==> config.mk <==
export PLATFORM = sky130hd
export DESIGN_NAME = data_mem_ctrl
export DESIGN_NICKNAME = d
export VERILOG_FILES = /design/src/rtl/data_mem_ctrl.sv
export SDC_FILE = /design/constraint.sdc
export NUM_CORES = 1
export LEC_CHECK = 0
export ABC_CLOCK_PERIOD_IN_PS = 2700
export CAP_MARGIN = 20
export CELL_PAD_IN_SITES_DETAIL_PLACEMENT = 0
export CELL_PAD_IN_SITES_GLOBAL_PLACEMENT = 2
export CORE_MARGIN = 2
export CORE_UTILIZATION = 48
export CTS_CLUSTER_SIZE = 25
export DETAILED_ROUTE_END_ITERATION = 10
export PLACE_DENSITY_LB_ADDON = 0.1
export RECOVER_POWER = 25
export SYNTH_ARGS = -nofsm -noshare
export SYNTH_HDL_FRONTEND = slang
export SYNTH_SLANG_ARGS = --single-unit
==> constraint.sdc <==
create_clock -name clk -period 2.7 [get_ports clk]
set_clock_uncertainty 0.2 [all_clocks]
set_input_delay 0.405 -clock clk [delete_from_list [all_inputs] [get_ports clk]]
set_output_delay 0.405 -clock clk [all_outputs]
set_load 0.01 [all_outputs]
==> src/rtl/data_mem_ctrl.sv <==
// rtl/data_mem_ctrl.sv - word-addressed data memory with byte lanes, latency-1 reads and power-up clear
//
// Purpose: single-port data memory controller. One request per cycle is
// accepted while ready=1. Writes honour per-byte lane enables. Reads return
// the stored word one cycle after acceptance. Misaligned or out-of-range
// addresses are rejected with a one-cycle err pulse. With INIT_ZERO=1 the
// array is cleared one word per cycle after reset before requests are taken.
//
// Ports:
//   clk    in   1      clock, rising edge
//   rst_n  in   1      asynchronous active-low reset
//   req    in   1      access request, sampled when ready=1
//   we     in   1      1 = write, 0 = read
//   be     in   DW/8   byte-lane write enables
//   addr   in   AW     byte address
//   wdata  in   DW     write data
//   ready  out  1      request accepted this cycle if req=1
//   rvalid out  1      one-cycle pulse, rdata valid
//   rdata  out  DW     read data, held until next rvalid
//   err    out  1      one-cycle pulse, previous accepted request rejected
//   busy   out  1      initialisation in progress

module data_mem_ctrl #(
  parameter int DW        = 32,
  parameter int DEPTH     = 32,
  parameter int AW        = 32,
  parameter int INIT_ZERO = 1
) (
  input  logic            clk,
  input  logic            rst_n,
  input  logic            req,
  input  logic            we,
  input  logic [DW/8-1:0] be,
  input  logic [AW-1:0]   addr,
  input  logic [DW-1:0]   wdata,
  output logic            ready,
  output logic            rvalid,
  output logic [DW-1:0]   rdata,
  output logic            err,
  output logic            busy
);

  localparam int NB = DW / 8;
  localparam int BW = $clog2(NB);
  localparam int IW = $clog2(DEPTH);

  typedef enum logic {
    S_INIT = 1'b0,
    S_RUN  = 1'b1
  } state_t;

  localparam state_t RST_STATE = (INIT_ZERO != 0) ? S_INIT : S_RUN;
  localparam logic [IW-1:0] LAST_IDX = IW'(DEPTH - 1);

  state_t          r_state;
  logic [IW-1:0]   r_cnt;
  logic            r_ready;
  logic            r_busy;
  logic            r_rvalid;
  logic            r_err;
  logic [DW-1:0]   r_rdata;
  logic [DW-1:0]   r_mem [DEPTH];

  logic            w_accept;
  logic            w_misaligned;
  logic            w_out_of_range;
  logic            w_bad;
  logic            w_wr;
  logic            w_rd;
  logic [IW-1:0]   w_idx;

  // Mask form keeps the lane-offset test valid even when DW=8 (no offset bits).
  assign w_accept       = req & r_ready;
  assign w_misaligned   = (addr & AW'(NB - 1)) != '0;
  assign w_out_of_range = (addr >> (BW + IW)) != '0;
  assign w_bad          = w_misaligned | w_out_of_range;
  assign w_idx          = addr[BW +: IW];
  assign w_wr           = w_accept & we & ~w_bad;
  assign w_rd           = w_accept & ~we & ~w_bad;

  // Array has no reset; INIT clears it one word per cycle instead.
  always_ff @(posedge clk) begin
    if (r_state == S_INIT) begin
      r_mem[r_cnt] <= '0;
    end else if (w_wr) begin
      for (int i = 0; i < NB; i++) begin
        if (be[i]) begin
          r_mem[w_idx][8*i +: 8] <= wdata[8*i +: 8];
        end
      end
    end
  end

  // Control FSM with registered outputs. A write at edge k is visible to a
  // read accepted at edge k+1 because the array is already updated then.
  always_ff @(posedge clk or negedge rst_n) begin
    if (!rst_n) begin
      r_state  <= RST_STATE;
      r_cnt    <= '0;
      r_ready  <= 1'b0;
      r_busy   <= (INIT_ZERO != 0);
      r_rvalid <= 1'b0;
      r_err    <= 1'b0;
      r_rdata  <= '0;
    end else begin
      r_rvalid <= w_rd;
      r_err    <= w_accept & w_bad;
      if (w_rd) begin
        r_rdata <= r_mem[w_idx];
      end
      case (r_state)
        S_INIT: begin
          // Counter parks at the last index; leaving INIT stops it.
          if (r_cnt == LAST_IDX) begin
            r_state <= S_RUN;
            r_ready <= 1'b1;
            r_busy  <= 1'b0;
          end else begin
            r_cnt <= r_cnt + 1'b1;
          end
        end
        S_RUN: begin
          r_ready <= 1'b1;
          r_busy  <= 1'b0;
        end
      endcase
    end
  end

  assign ready  = r_ready;
  assign busy   = r_busy;
  assign rvalid = r_rvalid;
  assign err    = r_err;
  assign rdata  = r_rdata;

endmodule

After elaboration in Yosys (flattened, before gate mapping). Memories as Yosys holds them, arrays and structs flattened. A register that Yosys moved wholly into a read port is not among the register bits. Index checks and enable logic that the tools add are counted.

Register bits: 10. Bits in writable memories: 1024. Bits of input ports: 72. Output and inout bits: 36. Word-level logic and storage cells: 52. Memories: 1.

Add/subtract/negate cells: 1. Eq/ne operators: 2. Muxes and demuxes: 26. Bitwise gates (word level): 11. Reductions and logical operators: 5.

Memory list: r_mem (words 32, width 32, rd ports 1, clocked after memory_dff 1, wr ports 1, RTL line 62) `logic [DW-1:0] r_mem [DEPTH];`.

Operators by type and width (count): $reduce_bool 32->1 (2); $mux 32 (1); $reduce_or 32->1 (1); $mux 1 (21); $and 1x1->1 (6); $add 5x1->5 const B (1); $eq 5x5->1 const B (1); $mux 5 (1); $mux 4 (1); $not 1->1 (4); $pmux 1 s2 (2); $ne 2x1->1 const B (1); $reduce_and 2->1 (1); $logic_not 1->1 (1); $or 1x1->1 (1).

Logic depth before layout (Yosys ltp). Gate-level depths: netlist of run 1.

Word-level depth: 9. Depth in mapped cells: 9. Mapped depth without buffers: 6.

Worst setup path before layout of run 1. OpenSTA, ideal clock, no wires.

Path type: in2reg. Start: input addr[2]. End: memory r_mem[0][0], enable pin. Setup time: 370 ps. Arrival time: 2120 ps. Data required time: 2130 ps. Setup slack: 10 ps. Stages on the path: 8. Path buffers: 4. Path through: buf_4 buf_2 buf_2 or2_2 clkbuf_1 nor3_1 mux2i_1 nor2_1.

Cells in the longest elaborated chain, start to end: 1.

RTL lines: from (decl) (RTL line 34) `input logic [AW-1:0] addr,`; $mux 5 (no source line); to (decl) (RTL line 62).

Every way passes these cells.

Final worst setup path of run 1.
Start: input addr[15]. End: register r_rdata[26] (netlist: rdata[26]), read port of r_mem.

Cells in the longest elaborated chain, start to end: 4.

RTL lines: $reduce_bool 32->1 (RTL line 75) `assign w_out_of_range = (addr >> (BW + IW)) != '0;`; $or 1x1->1 (RTL line 76) `assign w_bad = w_misaligned | w_out_of_range;`; $not 1->1 (RTL line 79) `assign w_rd = w_accept & ~we & ~w_bad;`; $and 1x1->1 (RTL line 79); to (decl) (RTL line 61) `logic [DW-1:0] r_rdata;`.

Every way passes these cells. A chain may end at the register's enable or synchronous reset.

==> results.md, run 1 <==
- The critical path endpoint category is a flop.
- In this run the tool buffered the top-level ports with 107 buffer cells.
- The maximum ir drop on the vdd rail is 0.000552 V.
- The synthesis-to-layout area growth is 23.9%.
- The amount of wire on met3 after detailed routing is 7830 um.
- The design area is 52100 um^2.
- In the final design database the tool counted 2695 nets.
- In the synthesized netlist the async set-or-reset flop fraction comes to 3.94%.
- Summing every instance area after synthesis gives 42000 um^2.
- TritonCTS built the clock tree.
- The ratio of total power to cell area is 645 nW/um^2.
- The startpoint type of the worst setup path is a primary input.
- The clock latency of the later-clocked register in the worst-skew pair is 0.68 ns.
- In the routed layout, each cell is associated on average with a via count of 5.83.
- The clock tree root buffer cell is clkbuf_16.
- In this run the static leakage power is 19.9 nW.
- The total power consumption of the routed design is 33.6 mW.
- The biggest cell delay along the critical path is 0.55 ns.
- The via count of the first global-routing pass is 23200.
- The critical path goes through clkdlybuf4s50_1 > nor4_2 > nand4_1 > buf_4 > or4_4 > buf_12 > a2111oi_1 > buf_4 > a21o_1.
- The uppermost signal routing layer after detailed routing is met4.
- The final weighted congestion in routability-driven placement is 0.878.
- Setup repair after global routing could not meet its margin everywhere.
- The number of endpoints with negative hold slack in the final report is 0.
- The internal power of the cells totals 26.8 mW.
- The number of nets handed over by synthesis was 2301.
- For this design, the slowest cell found on the critical path is or4_4.
- The required time at the endpoint of the critical path is 3.10 ns.
- The clock transition at the registers of the reported paths is 0.06 ns.
- In this run the count of I/O pins placed on the die edge is 108.
- For the worst flop-to-flop path, the logic depth is 8.
- The fraction of power consumed by combinational cells is 3.3%.
- After detailed routing, the number of remaining DRC violations is 0.
- The most used flip-flop cell after synthesis is edfxtp_1.
- The switching power as a share of total power is 20.2%.
- The post-DP HPWL is 74700 um.
- The final route contains 22500 vias.
- The worst pin sits at a relative slew slack of -5.30%.
- The portion of total power attributed to the clock network is 43.6%.
- After detailed placement, the total cell area comes to 47100 um^2.
- The synthesized instance count is 2227.
- For hold timing, the worst endpoint is err.
- The fill cell instance count of the final layout is 6439.
- Wire segments on met2 add up to 54200 um in the final route.
- The total clock buffers created by CTS is 107.
- The total core area is 86800 um^2.
- The detailed router finished its first iteration with 1852 violations.
- The total global-route track usage is 24.8%.
- The count of nets left with antenna violations once routing finished came out at 0.
- The transition time of the tightest slew-check pin is 1.58 ns.
- Setup violations remaining at the end of the flow were counted as 0.
- The clock period could shrink to 2.66 ns.
- The first detailed-routing pass ran for 5 iterations.
- The analysis attributes to net switching a power of 6.79 mW.
- The first-pass GRT wire length is 161000 um.
- The average wire per cell in the routed design is 28.7 um.
- The final critical-path share of the clock period is 98.5%.
- The initial core utilization is 48.4%.
- The number of levels in the clock H-tree is 3.
- The floorplan step defined a die boundary enclosing 89900 um^2.
- The proportion of layout cells with a drive suffix above 1 is 29.0%.
- The routed design has 111000 um of wire.
- Sequential elements use 75.7% of the synthesized area.
- The max-cap check violation count is 1.
- The final reports fail on capacitance limit, slew limit.
- The max-slew violation total from the final report is 17.
- The type of the worst setup path is in2reg.
- The capture instance of the worst register-to-register path is r_mem[2][17].
- The post-synthesis cell type count is 43.
- The clock net in this run drives a total of 1066 sinks.
- In the layout the commonest cells are edfxtp_1 (1024), mux2i_1 (295), buf_4 (219).
- The height of the die is 300 um.
- For this run the aggregate overflow at the end of global routing stands at 0.
- Dividing the synthesized area by the synthesized cell count gives 18.9 um^2.
- The highest clock rate is 376 MHz.
- The total of flip-flops plus latches after synthesis is 1066.
- The library cell appearing most often on the critical path is buf_4.
- The worst hold path begins at addr[1].
- The number of antenna violations at the first check in global routing is 2.
- The warning count from the yosys run is 0.
- The number of enable-type register cells in the synthesized netlist is 1024.
- The run finished, with violations left.
- The core occupancy in the finished layout is 60.0%.
- Along the worst path, the maximum fanout reaches 20.
- The worst-case register-to-register setup slack is 0.28 ns.
- In the final routing, the length of wire on met1 measures 45900 um.
- The cell count of the worst hold path is 6.
- The startpoint of the most critical register-to-register path is ready.
- Entering global routing, the biggest net connects 54 pins.
- The number of core rows is 108.
- Measured along the x axis, the die boundary spans 300 um.
- In this run the deepest clock path goes through 3 buffers.
- Leaving out fill and tap cells, the most frequent cell in the layout is edfxtp_1.
- The type of the worst min-delay path is in2reg.
- Data arrives at the worst endpoint at 3.06 ns.
- The sequential cell fraction of total power is 53.2%.
-- sequential cells by signal, indices dropped and copies added (netlist names) --
register,cells
err,1
rdata,32
r_mem,1024
rvalid,1
ready,1
r_state,1
r_cnt,5
busy,1
-- what timing repair did --
item	in CTS	in global routing
pin swaps	0	16
buffers inserted	2	18
gates resized for setup	198	74
hold endpoints to repair	16	0
setup endpoints to repair	897	539
hold buffers	1	0
-- critical path: cells and delay by family --
family          cells  cell delay (ns)
compound gates      2             0.54
buf+inv             4             1.01
simple gates        3             1.07
-- worst max-delay path by stage --
| stage | start | endpoint | slack (ns) | cells past startpoint |
|---|---|---|---|---|
| 2_1_floorplan | addr[2] | r_mem[0][0] | 0.01 | 8 |
| 3_3_place_gp | addr[14] | r_mem[2][10] | -1.37 | 8 |
| 3_5_place_dp | addr[14] | r_mem[2][9] | -1.37 | 8 |
| 4_1_cts | addr[14] | r_mem[11][15] | -0.05 | 10 |
| 5_1_grt | addr[0] | r_mem[16][19] | -0.02 | 10 |
| 6_report | addr[15] | rdata[26] | 0.04 | 9 |
-- through the flow --
stage | setup slack, ns | setup TNS, ns | cells | hold WS (ns)
after global routing | -0.0151 | -0.393 | 3866 | 0.218
after floorplan | 0.00968 | 0 | 2227 | -0.0906
after CTS | -0.0524 | -1.13 | 3846 | 0.0893
after global placement | -1.37 | -1300.06 | 3645 | 0.258
final | 0.0397 | 0 | 3867 | 0.149
after detailed placement | -1.37 | -1325.88 | 3645 | 0.266
-- kinds of logic (layout without fill, tap and decap cells) --
logic type | Yosys count | in the layout | share of synthesized area (%)
AND/OR/NAND/NOR | 339 | 339 | 4.01
AO/OA/AOI/OAI | 229 | 229 | 4.20
flip-flops | 1066 | 1066 | 75.7
adder cells (fa/ha/maj) | 2 | 2 | 0.0595
XOR/XNOR | 3 | 3 | 0.0625
multiplexers | 442 | 442 | 14.3
buffers and inverters | 146 | 629 | 1.63
other | 0 | 2 | 0
-- layer usage --
metal	global-route usage, %	vias up
met2	40.3	762
met4	7.43	0
met1	33.5	11800
met5	0	-
met3	6.08	155
li1	-	9846
-- cell type report --
class	count	area (um^2)	share of cell area, %
inverter	2	7.51	0.0144
antenna	2	5.00	0.00961
clock inverter	70	656	1.26
tap	1155	1450	2.78
clock buffer	128	2830	5.43
timing repair buffer	429	4660	8.95
multi-input combinational	1015	10700	20.5
sequential	1066	31800	61.1
-- power groups by stage --
stage	clock network, mW	registers [mW]	logic (mW)
2_1_floorplan	0	18.2	0.553
3_3_place_gp	0	18.2	1.08
3_5_place_dp	0	18.2	1.08
4_1_cts	14.9	17.8	1.09
5_1_grt	15.5	17.8	1.15
6_report	14.6	17.8	1.09
-- cells in the mapped netlist (2+ instances only) --
cell type	count	area, um^2
nand3b_1	6	45.0
mux2_2	2	22.5
nand4_1	35	219
dfrtp_1	41	1030
or2_2	4	25.0
and4_1	2	17.5
clkbuf_1	64	240
ha_1	2	25.0
a2111oi_2	9	135
a21o_1	32	240
xnor2_1	2	17.5
nor2_1	195	732
nor4_2	2	25.0
nor4bb_1	4	40.0
a211oi_1	8	60.1
buf_6	3	33.8
buf_1	12	45.0
nand2b_1	5	31.3
or3_1	2	12.5
buf_4	14	105
inv_1	2	7.51
and2_1	33	206
nand3_1	4	20.0
nand2_1	9	33.8
and4b_1	4	40.0
o22ai_1	32	200
mux2i_1	312	3120
nor4_1	14	87.6
a2111oi_0	15	131
a22oi_1	128	961
a21boi_1	4	30.0
edfxtp_1	1024	30700
nor2b_1	8	50.1
nor3_1	6	30.0
buf_2	51	255
mux4_2	128	2880
nor4b_2	3	45.0
(Power assumes the default switching activity.)
==> inputs of run 2 (changes only) <==
- SLEW_MARGIN: default -> 20
==> results.md, run 2 (same netlist as run 1, synthesis figures left out) <==
- The run finished, with violations left.
- The final reports fail on capacitance limit, slew limit.
- The remaining global-route overflow is 0.
- The synthesis-to-layout area growth is 23.9%.
- The library cells used most frequently in the layout, excluding fill and tap cells, are edfxtp_1 (1024), mux2i_1 (295), buf_4 (226).
- The most common library cell in the layout ignoring fill and taps is edfxtp_1.
- The detail-routed via count per cell is 5.82.
- The final critical-path share of the clock period is 98.2%.
- Traced cell by cell, the critical path runs through clkdlybuf4s50_1 > nor4_2 > nand4_1 > nor4_4 > buf_6 > buf_12 > buf_12 > mux2i_4 > buf_12 > nor2_4.
- The initial utilization of the core area, before any placement, comes to 48.4%.
- By startpoint and endpoint, the worst setup path is classified as in2reg.
- Clock-pin slew was measured on the worst setup and hold paths at 0.06 ns.
- The startpoint type of the worst setup path is a primary input.
- Entering global routing, the biggest net connects 54 pins.
- The first-pass detailed-route iteration total is 5.
- The number of endpoints with negative hold slack in the final report is 0.
- Detailed placement ended at an HPWL of 74700 um.
- The maximum ir drop on the vdd rail is 0.000550 V.
- The via count of the first global-routing pass is 23200.
- The DRC violation count after routing is 0.
- In the final routed layout, each cell accounts on average for 28.6 um.
- The leakage dissipation is 19.9 nW.
- The number of core rows is 108.
- Along the worst path, the maximum fanout reaches 13.
- The most numerous cell type found on the critical path is buf_12.
- The total clock buffers created by CTS is 107.
- The transition time of the tightest slew-check pin is 1.60 ns.
- The die span in x is 300 um.
- The number of antenna violations at the first check in global routing is 2.
- Setup repair after global routing could not meet its margin everywhere.
- The biggest cell delay along the critical path is 0.42 ns.
- The TritonCTS sink count is 1066.
- Dividing total power by cell area gives a power density of 644 nW/um^2.
- Measured along the y axis, the die boundary spans 300 um.
- 108 I/O pins were placed.
- The later pin in the worst-skew pair is clocked with a latency of 0.68 ns.
- The data arrival time of the worst path is 2.87 ns.
- The critical path endpoint category is a flop.
- The count of buffers added on input and output ports is 107.
- The worst hold slack after final layout is 0.150 ns.
- The area enclosed by the die boundary is 89900 um^2.
- Setup total negative slack on the finished layout was measured at 0 ns.
- The tightest min-delay check is of the in2reg type.
- After layout, the minimum clock period comes to 2.65 ns.
- The count of buffer and inverter cells on the critical path is 5.
- Setup violations remaining at the end of the flow were counted as 0.
- TritonCTS built the clock tree.
- The register name with the most flops is r_mem.
- The final weighted congestion in routability-driven placement is 0.878.
- The max-slew violation total from the final report is 17.
- The largest individual stage delay along the critical path comes from the cell mux2i_4.
- The final routed wirelength across all metal layers is 111000 um.
- The fill cell instance count of the final layout is 6444.
- At the end of the flow, the number of nets in the layout was 2700.
- The worst-case headroom to the max-slew limit is -6.93%.
- Timing would allow up to 377 MHz.
- The number of buffers on the longest clock path is 3.
- In this run, the number of DRC markers left after iteration 0 of detailed routing was 1975.
- In the global route stage, overall resource usage came out at 24.8%.
- The total power consumption of the routed design is 33.6 mW.
- The via count of the routed design is 22500.
- In this run the remaining antenna-violating nets after routing total 0.
- Once layout is complete, the utilization of the core stands at 60.0%.
- The first global-routing pass estimated 161000 um of wire.
- The total core area is 86800 um^2.
- The number of flip-flops in the largest register is 1024.
- In the final layout, the share of cells above drive strength 1 is 29.1%.
- Max-cap violations in this run came to 1.
- The number of levels in the clock H-tree is 3.
- For the worst setup path, the data required time is 2.91 ns.
- The tree is rooted in a clkbuf_16.
- The kind of cell adding the most delay to the critical path is buffers and inverters.
[run 2: worst paths after layout]
path / start / endpoint / slack [ns] / cells after the start
max: addr[15] / r_mem[2][17] / 0.05 / 10
max reg2reg: ready / r_mem[2][17] / 0.28 / 8
max in group asynchronous: rst_n / busy / 0.84 / 3
min: addr[1] / err / 0.15 / 6
min in group asynchronous: rst_n / rdata[7] / 0.48 / 2
min reg2reg: rdata[4] / rdata[4] / 0.27 / 1
[run 2: layout make-up]
cell class                      count  area, um^2  area share (%)
Multi-Input combinational cell   1015       10700            20.5
Clock buffer                      128        2830            5.43
Tap cell                         1155        1450            2.77
Inverter                            2        7.51          0.0144
Antenna cell                        2        5.00         0.00961
Sequential cell                  1066       31800            61.1
Timing Repair Buffer              434        4680            8.99
Clock inverter                     70         656            1.26
[run 2: power by group]
group | switching, mW | internal (mW) | leakage (nW)
Combinational | 0.609 | 0.485 | 5.87
Clock | 6.19 | 8.43 | 1.69
Sequential | 0.000146 | 17.8 | 12.3
[run 2: metal layers]
layer / part of all wire (%) / vias up / wire (um) / GRT usage, %
met3: 7.2 / 160 / 8010 / 6.08
met1: 41 / 11700 / 45700 / 33.5
li1: - / 9846 / - / -
met4: 2.7 / 0 / 2960 / 7.43
met5: 0 / - / 0 / 0
met2: 49 / 802 / 54200 / 40.3
[run 2: repair_timing]
item / in CTS / in global routing
endpoints found under the setup margin: 897 / 539
gates resized for setup: 198 / 70
pin swaps: 0 / 16
setup buffers: 2 / 24
hold endpoints to repair: 16 / 0
hold buffers: 1 / 0
[run 2: worst reg2reg max path, cell delays in order, from the launching register on]
cell     delay, ns
dfrtp_1       0.37
nand4_1       0.13
nor4_4        0.28
buf_6         0.21
buf_12        0.18
buf_12        0.12
mux2i_4       0.42
buf_12        0.18
nor2_4        0.07
[run 2: stage by stage]
step	setup slack, ns	instance area (um^2)	instances
floorplan	0.00968	42000	2227
global placement	-1.37	47100	3645
detailed placement	-1.37	47100	3645
CTS	-0.0524	51400	3846
global route	-0.0151	52100	3871
finish	0.0474	52100	3872
==> patch 1: new RTL, settings of run 2 <==
Make the reset (`rst_n`) synchronous in one clocked block. Comments in the files are not updated.
--- a/src/rtl/data_mem_ctrl.sv
+++ b/src/rtl/data_mem_ctrl.sv
@@ -93,7 +93,7 @@
 
   // Control FSM with registered outputs. A write at edge k is visible to a
   // read accepted at edge k+1 because the array is already updated then.
-  always_ff @(posedge clk or negedge rst_n) begin
+  always_ff @(posedge clk) begin
     if (!rst_n) begin
       r_state  <= RST_STATE;
       r_cnt    <= '0;
Check against the original RTL: not settled (the Yosys comparison gave no result); the edit may change what the design does.
==> patch 1 against run 2 <==
  * Setup slack lost 11 ps
  * Critical endpoint is now r_mem[2][24]
  * Critical path type unchanged
  * Combinational power grew 31%
  * Synthesized area is essentially flat
  * Design area shrank 0.40%
  * Count of clock-buffer cells in the layout grew 6
  * Sequential cell count is the same
  * Routed wire length shrank 2.5%
  * Non-clock buffer count shrank 7
  * Maximum frequency shrank 0.43%
  * Worst hold slack gained 55 ps
  * Total power grew 1.7%
==> patch 1: results <==
[setup_path]
critPathMaxStageDelay_ps = 390
slowest_stage = clkdlybuf4s50_1
arrival_ps = 2880
cp_max_fo = 8

[status]
outcome = finished clean

[placement]
post-place-ws_ps = -1340
place.gp.congestion = 0.884

[logic_synthesis]
ys_types = 52
yosys-top-cells-area = edfxtp_1 (73%), mux4_2 (10%), mux2i_1 (4.5%)
syn_nets = 2266
ys_seq_area_share_pct = 75.2

[final_layout]
fillers = 6303
drive_above_1_share_pct = 30.6
fin_nets = 2664
diodes = 0

[power]
powerComb_mw = 1.43
swShare_pct = 20.4
leakage_nw = 16.6
ir_worst_vdd_mv = 0.527

[global_route]
grtUsageTotal_pct = 24.0
grt_pass1_vias = 22689
grt_pass1_wl_mm = 156

[clock_network]
cts_resized = 208
cts_setup_buffers = 8

[routing]
wl_per_cell_um = 28.1
viasPerCell = 5.84

[sta]
tightestPinTransition_ps = 605
[patch 1: kinds of logic (layout without fill, tap and decap cells)]
kind of cell,after synthesis,count (layout),share of synthesized area (%)
adders and majority gates,2,2,0.0596
buffers and inverters,140,633,1.72
DFF,1066,1066,75.2
muxes,384,384,14.9
and+or+nand+nor,408,408,4.63
xor gates and xnor gates,3,3,0.0626
AOI/OAI and AO/OA,189,189,3.43
[patch 1: final timing paths]
path | startpoint | to | slack [ps] | depth (start not counted)
worst max-delay path | addr[10] | r_mem[2][24] | 40 | 12
worst min-delay path | addr[4] | rdata[16] | 200 | 4
worst max register to register | ready | r_mem[7][3] | 300 | 8
worst min register to register | busy | busy | 260 | 2
[patch 1: final cells by class]
| type | count | area [sq um] | area share [%] |
|---|---|---|---|
| clock buffer | 134 | 2890 | 5.58 |
| clock inverter | 71 | 576 | 1.11 |
| inverter | 1 | 3.75 | 0.00724 |
| multi-input combinational | 986 | 10800 | 20.8 |
| sequential | 1066 | 31600 | 60.9 |
| tap | 1155 | 1450 | 2.79 |
| timing repair buffer | 427 | 4590 | 8.86 |
[patch 1: per-stage QoR]
| step | cells | hold slack (ps) | instance area [sq um] |
|---|---|---|---|
| 3_3_place_gp | 3609 | 233 | 46900 |
| 5_1_grt | 3840 | 206 | 51900 |
| 3_5_place_dp | 3609 | 243 | 46900 |
| 2_1_floorplan | 2192 | 267 | 42000 |
| 6_report | 3840 | 204 | 51900 |
| 4_1_cts | 3823 | 168 | 51300 |
[patch 1: layer usage]
metal,global-route usage [%],wire [um]
met5,0,0
met4,5.89,2360
met3,4.23,7310
met2,37.8,51300
met1,35.1,47100
[patch 1: tightest hold or removal path: stages]
cell and delay, ps:
buf_6 130, buf_4 260, nor2_1 150, o2bb2ai_1 70
==> patch 2: new RTL, settings of run 2 <==
Without the edit above. The parameter `AW` goes from 32 to 64.
--- a/src/rtl/data_mem_ctrl.sv
+++ b/src/rtl/data_mem_ctrl.sv
@@ -23,7 +23,7 @@
 module data_mem_ctrl #(
   parameter int DW        = 32,
   parameter int DEPTH     = 32,
-  parameter int AW        = 32,
+  parameter int AW        = 64,
   parameter int INIT_ZERO = 1
 ) (
   input  logic            clk,
Interface: changed (resized addr); port bits go from 108 to 140. No check against the original RTL was run, so the function may have changed too.
==> patch 2 against run 2 <==
  * Sequential cell count is the same
  * Synthesized area rose by 0.79%
  * Total power down 1.2%
  * Design area rose by 3.9%
  * Routed wire length increased by 1.8%
  * Worst hold slack better by 82 ps
  * Setup slack got worse by 11 ps
==> patch 2: results <==
[status]
outcome = finished clean

[routing]
viasPerCell = 5.99
drt-total-wl_mm = 113

[setup_path]
crit_end = r_mem[17][25]
startpoint = addr[20]
cp_max_fo = 8
arrival_ps = 2850
timing.rr.end = r_mem[16][14]
r2r_cells = 10

[placement]
post-place-ws_ps = -1460
dp_hpwl_mm = 76.5
portBuffers = 139
place_area_sq_um = 50100

[sta]
post-route-period-util_pct = 98.7
slew_headroom_pct = 30.6

[logic_synthesis]
syn_area_per_cell_sq_um = 20.9
netlist_top_cells_count = edfxtp_1 (1024), mux4_2 (256), mux2_2 (96), a211oi_1 (88), a21oi_1 (69)
ys_seq_area_share_pct = 75.1
yosys-top-cells-area = edfxtp_1 (73%), mux4_2 (14%), mux2_2 (2.6%)

[min_path]
hp-class = in2async

[global_route]
antenna_found_initial = 3
grtUsageTotal_pct = 25.3

[power]
ir_worst_vdd_mv = 0.838
leakage_nw = 15.3

[final_layout]
drive_above_1_share_pct = 39.9
fin_nets = 2728
[patch 2: cell count changes after synthesis, sizes merged, moves of 24 or more]
cell | before | now
a21o | 32 | 7
a22oi | 128 | 0
nor2 | 195 | 39
a21oi | 0 | 69
and2 | 33 | 2
and3 | 1 | 35
mux4 | 128 | 256
mux2i | 312 | 32
o22ai | 32 | 64
a211oi | 8 | 96
a2111oi | 24 | 0
mux2 | 2 | 97
[patch 2: layout make-up]
class                      count  area, sq um
antenna                        2         5.00
timing repair buffer         612         6570
clock inverter                59          544
fill                        6063        33100
inverter                       6         22.5
multi-input combinational    830        10900
tap                         1155         1450
sequential                  1066        31800
clock buffer                 138         2860
[patch 2: timing repair]
| action | in CTS | in global routing |
|---|---|---|
| endpoints found under the setup margin | 1595 | 986 |
| resized for setup | 49 | 55 |
| setup buffers | 16 | 10 |
| hold buffers | 1 | 0 |
| hold endpoints to repair | 21 | 0 |
| pin swaps | 23 | 36 |
| gates cloned | 0 | 2 |
[patch 2: how the worst min path moves through the flow]
stage	start	endpoint	slack, ps	cells after the start
CTS	rst_n	rdata[4]	210	2
floorplan	rst_n	err	-90	0
global placement	rdata[31]	rdata[31]	290	1
detailed placement	rdata[2]	rdata[2]	300	1
global route	rst_n	rdata[4]	270	2
finish	rst_n	rdata[4]	230	2
[patch 2: per-layer routing]
| layer | up-vias | GRT usage [%] | routed length, um |
|---|---|---|---|
| li1 | 9802 | - | - |
| met1 | 12275 | 37.0 | 48300 |
| met5 | - | 0 | 13 |
| met3 | 150 | 4.31 | 7460 |
| met2 | 921 | 40.1 | 54400 |
| met4 | 2 | 6.46 | 2630 |
[patch 2: worst max-delay path, cell delays in order]
cell             delay [ps]
clkdlybuf4s50_1         410
nor4_1                  260
buf_4                   170
nand2_4                  60
or3_4                   360
or4_4                   560
buf_8                   170
a211oi_4                240
buf_6                   180
[patch 2: cell families after synthesis]
family,count (synthesis),share of synthesized area [%]
muxes,385,16.9
and+or+nand+nor,177,2.40
xor gates and xnor gates,3,0.0620
buffers and inverters,134,1.39
AOI/OAI and AO/OA,263,4.04
adders and majority gates,2,0.0591
DFF,1066,75.1
[patch 2: where the power goes]
part           switching, mW  leakage [nW]  total [mW]  internal, mW
clock                   5.95          1.66        14.3          8.39
sequential          0.000269          7.59        17.8          17.8
combinational          0.498          6.09       0.984         0.486
total                   6.44          15.3        33.2          26.7
